`src/rtl/dac_sample_scheduler.sv`:
```
// Paced two-requester sample scheduler feeding the DAC driver's data_in.
// A rate divider opens one handshake slot per tick; missing data holds the output and is counted.
module dac_sample_scheduler #(
   parameter int DATA_W = 16,
   parameter int DIV_W  = 16,
   parameter int CNT_W  = 16
) (
   input  logic              sys_clk,
   input  logic              sys_rst_n,
   input  logic              enable,
   input  logic [1:0]        mode,
   input  logic [DIV_W-1:0]  rate_div,
   input  logic              clr_status,
   input  logic [DATA_W-1:0] ch0_data,
   input  logic              ch0_valid,
   input  logic [DATA_W-1:0] ch1_data,
   input  logic              ch1_valid,
   output logic              ch0_ready,
   output logic              ch1_ready,
   output logic [DATA_W-1:0] dac_data,
   output logic              dac_valid,
   output logic              underrun,
   output logic [CNT_W-1:0]  underrun_cnt,
   output logic              busy
);

   typedef enum logic {S_IDLE = 1'b0, S_RUN = 1'b1} state_t;

   localparam logic [DATA_W-1:0] SAT_MAX = {1'b0, {(DATA_W-1){1'b1}}};
   localparam logic [DATA_W-1:0] SAT_MIN = {1'b1, {(DATA_W-1){1'b0}}};

   state_t            state_reg, state_next;
   logic [DIV_W-1:0]  cnt_reg;
   logic              rr_reg;
   logic              tick, accept, miss;
   logic [DATA_W-1:0] sample;
   logic [DATA_W:0]   sum_wide;

   assign sum_wide = {ch0_data[DATA_W-1], ch0_data} + {ch1_data[DATA_W-1], ch1_data};

   always_ff @(posedge sys_clk or negedge sys_rst_n) begin
      if (!sys_rst_n) state_reg <= S_IDLE;
      else            state_reg <= state_next;
   end

   always_comb begin
      state_next = state_reg;
      case (state_reg)
         S_IDLE:  if (enable)  state_next = S_RUN;
         S_RUN:   if (!enable) state_next = S_IDLE;
         default: state_next = S_IDLE;
      endcase
   end

   always_comb begin
      tick      = (state_reg == S_RUN) && enable && (cnt_reg >= rate_div);
      ch0_ready = 1'b0;
      ch1_ready = 1'b0;
      accept    = 1'b0;
      sample    = ch0_data;
      if (tick) begin
         case (mode)
            2'd0: begin
               ch0_ready = 1'b1;
               accept    = ch0_valid;
               sample    = ch0_data;
            end
            2'd1: begin
               ch1_ready = 1'b1;
               accept    = ch1_valid;
               sample    = ch1_data;
            end
            2'd2: begin
               // No fallback: a stalled channel keeps the turn until it delivers.
               ch0_ready = !rr_reg;
               ch1_ready = rr_reg;
               accept    = rr_reg ? ch1_valid : ch0_valid;
               sample    = rr_reg ? ch1_data : ch0_data;
            end
            default: begin
               ch0_ready = ch0_valid && ch1_valid;
               ch1_ready = ch0_valid && ch1_valid;
               accept    = ch0_valid && ch1_valid;
               if (sum_wide[DATA_W] != sum_wide[DATA_W-1])
                  sample = sum_wide[DATA_W] ? SAT_MIN : SAT_MAX;
               else
                  sample = sum_wide[DATA_W-1:0];
            end
         endcase
      end
      miss = tick && !accept;
      busy = (state_reg == S_RUN);
   end

   always_ff @(posedge sys_clk or negedge sys_rst_n) begin
      if (!sys_rst_n) begin
         cnt_reg   <= '0;
         rr_reg    <= 1'b0;
         dac_data  <= '0;
         dac_valid <= 1'b0;
      end else if (state_reg == S_IDLE || !enable) begin
         cnt_reg   <= '0;
         rr_reg    <= 1'b0;
         dac_data  <= '0;
         dac_valid <= 1'b0;
      end else begin
         cnt_reg   <= tick ? '0 : cnt_reg + DIV_W'(1);
         dac_valid <= accept;
         if (accept) dac_data <= sample;
         if (accept && mode == 2'd2) rr_reg <= !rr_reg;
      end
   end

   // A clear that lands on a missed tick restarts the count at that miss.
   always_ff @(posedge sys_clk or negedge sys_rst_n) begin
      if (!sys_rst_n) begin
         underrun     <= 1'b0;
         underrun_cnt <= '0;
      end else if (clr_status) begin
         underrun     <= miss;
         underrun_cnt <= miss ? CNT_W'(1) : '0;
      end else if (miss) begin
         underrun <= 1'b1;
         if (!(&underrun_cnt)) underrun_cnt <= underrun_cnt + CNT_W'(1);
      end
   end

endmodule

```
`config.mk`:
```
export PLATFORM = sky130hd
export DESIGN_NAME = dac_sample_scheduler
export DESIGN_NICKNAME = d
export VERILOG_FILES = /design/src/rtl/dac_sample_scheduler.sv
export SDC_FILE = /design/constraint.sdc
export NUM_CORES = 1
export LEC_CHECK = 0
export ABC_AREA = 1
export ABC_CLOCK_PERIOD_IN_PS = 2200
export BUFFER_PORTS_ARGS = -buffer_cell sky130_fd_sc_hd__clkbuf_2
export CAP_MARGIN = 20
export CORE_MARGIN = 2
export CORE_UTILIZATION = 35
export CTS_CLUSTER_DIAMETER = 200
export DETAILED_ROUTE_END_ITERATION = 12
export PLACE_DENSITY = 0.53
export REMOVE_ABC_BUFFERS = 1
export SLEW_MARGIN = 10
export SYNTH_ARGS = -nofsm -noshare
export SYNTH_HDL_FRONTEND = slang
export SYNTH_SLANG_ARGS = --single-unit
```
`constraint.sdc`:
```
create_clock -name sys_clk -period 2.2 [get_ports sys_clk]
set_input_delay 0.44 -clock sys_clk [delete_from_list [all_inputs] [get_ports sys_clk]]
set_output_delay 0.44 -clock sys_clk [all_outputs]
set_load 0.05 [all_outputs]
```
==> out/metrics.yaml <==
drive_gt1_share_pct: 27.5
rows: 41
dieHeight_um: 117
yosys_warnings: 0
syn-cell-area_um2: 4460
wl_per_cell_um: 12.2
final_common_cell: "nand2_1"
finalHoldViolCount: 0
worstMarginPinSlew_ns: 0.603
area_growth_pct: 34.1
drcViolationCount: 0
setup_slack_ns: -0.293
post-route-util_pct: 47.8
grt_pass1_wl_mm: 19.7
cts_buffers: 5
ys_ff_latch: 52
ys_seq_area_share_pct: 29.1
fin_skew_ns: 0.00383
slew_violations: 0
critPathLaunchType: "flip-flop"
path_max_fanout: 3
multi_input_area_um2: 2940
status: "finished, violations left"
cts_tree: "done"
rr_startpoint: "cnt_reg[14]"
cp_num_buf_inv: 2
ios: 93
powerDensity_nw_per_um2: 417
clk_pin_slew_ns: 0.07
path_cells: "ha_1, a21oi_1, o21ai_0, a21oi_2, nand3_4, nand2_4, nor3_2, buf_4, buf_12"
first_pass_iters: 6
rsz0062_at_grt: "true"
gp_congestion: 0.851
grtUsageTotal_pct: 18.0
grt_max_degree: 21
overflow: 0
cp_slowest_cell: "dfrtp_1"
viasPerCell: 4.61
avgSynthCellArea_um2: 6.70
io_buffers: 92
seq_area_um2: 1300
cts_root_buf: "clkbuf_16"
antenna_found_initial: 0
grt_pass1_vias: 4205
die-area_um2: 13700
ctsHoldBuffers: 0
slowest_delay_ns: 0.39
crit_type: "flip-flop to primary output"
cts_buffer_depth: 2
end_kind: "primary output"
fillCellCount: 1323
cp_top_family: "compound AO/OA/AOI/OAI gates"
min_period_over_period_pct: 113
final_nets: 914
core_um2: 12500
drt_iter0_markers: 250
clock.fmax_ghz: 0.401
violations: "setup timing"
clk_latency_ns: 0.29
via_count: 4594
setup_violations: 2
vdd_ir_drop_max_uv: 257
cp.arrival_ns: 2.05
layout_common_cells: "214 x nand2_1, 90 x clkbuf_2, 85 x nor2_1, 69 x inv_1, 63 x buf_4"
n_antenna_cell: 0
drv_cap: 0
initial_utilization_pct: 35.7
hp-class: "primary input to asynchronous set/reset pin"
p_leak_nw: 3.20
die-width_um: 117
synthDistinctLibCells: 35
post-route-min-period_ns: 2.49
antenna_left: 0
slew_headroom_pct: 59.8
dp_hpwl_mm: 9.73
cts.htree.levels: 2
wirelength_mm: 12.1
hold_slack_ns: 0.145
critPathRequiredTime_ns: 1.76
cts_num_sinks: 52
synthCells: 666
p_total_w: 0.00249
critPathLaunch: "cnt_reg[13]"
==> per-stage QoR <==
stage / setup TNS [ns] / cell area [um2] / worst slack [ns] / cells
final: -0.567 / 5990 / -0.293 / 996
after global routing: -0.815 / 5990 / -0.418 / 996
after CTS: -0.650 / 5850 / -0.328 / 994
after detailed placement: -2.97 / 5670 / -0.252 / 986
after global placement: -2.06 / 5670 / -0.233 / 986
after floorplan: -1.48 / 4390 / -0.741 / 654
==> metal layers <==
| layer | vias to the layer above | share of wire (%) | global-route usage [%] |
|---|---|---|---|
| met5 | - | 0 | 0 |
| met4 | 0 | 1.8 | 5.57 |
| met3 | 11 | 3.3 | 1.85 |
| met2 | 85 | 47 | 30.4 |
| met1 | 2063 | 48 | 24.4 |
| li1 | 2435 | - | - |
==> area by class of cell <==
| class | count | share of cell area (%) |
|---|---|---|
| repair buffers | 162 | 18.4 |
| clock buffers | 8 | 2.45 |
| well taps | 172 | 3.60 |
| inverters | 75 | 4.70 |
| multi-input cells | 527 | 49.1 |
| flip-flops and latches | 52 | 21.7 |
==> worst paths after layout <==
| kind | cells after the start | slack (ns) | end |
|---|---|---|---|
| worst max-delay path | 9 | -0.29 | ch0_ready |
| worst min-delay path | 1 | 0.14 | busy |
| worst max register to register | 13 | 0.17 | dac_data[4] |
| worst min register to register | 1 | 0.48 | cnt_reg[0] |
| max in group asynchronous | 2 | 1.44 | underrun_cnt[14] |
| min in group sys_clk | 1 | 0.27 | busy |
==> cells in the mapped netlist, drive strengths merged <==
cell,instances,area share [%]
a21oi,25,3.9
buf,7,1.2
clkbuf,5,0.42
clkinv,1,0.084
dfrtp,52,29
fa,1,0.45
ha,34,9.5
inv,74,6.2
nand2,232,20
nand3,45,5.3
nand3b,3,0.50
nand4,8,1.5
nor2,91,8.0
nor3,15,2.2
nor3b,2,0.34
nor4,6,0.84
o21a,1,0.17
o21ai,31,3.5
o21bai,3,0.50
xnor2,10,2.0
xor2,20,3.9
==> kinds of logic after synthesis <==
logic type / synth area share (%)
AND/OR/NAND/NOR: 39.0
buffers and inverters: 7.96
AO/OA/AOI/OAI: 8.04
flip-flops: 29.1
adder cells (fa/ha/maj): 9.98
XOR/XNOR: 5.89
==> repair_timing <==
action                                  in CTS  in global routing
gates resized for setup                      7                 25
setup buffers                                0                  1
gates cloned                                 0                  1
pin swaps                                    5                  6
endpoints found under the setup margin       2                 27
==> power breakdown <==
part / switching [W] / internal (W) / leakage [nW] / total [W]
registers: 0.00000297 / 0.000959 / 0.723 / 0.000962
clock network: 0.000342 / 0.000455 / 0.0712 / 0.000797
logic: 0.000414 / 0.000321 / 2.41 / 0.000735
total: 0.000759 / 0.00174 / 3.20 / 0.00249
(Power assumes the default switching activity.)
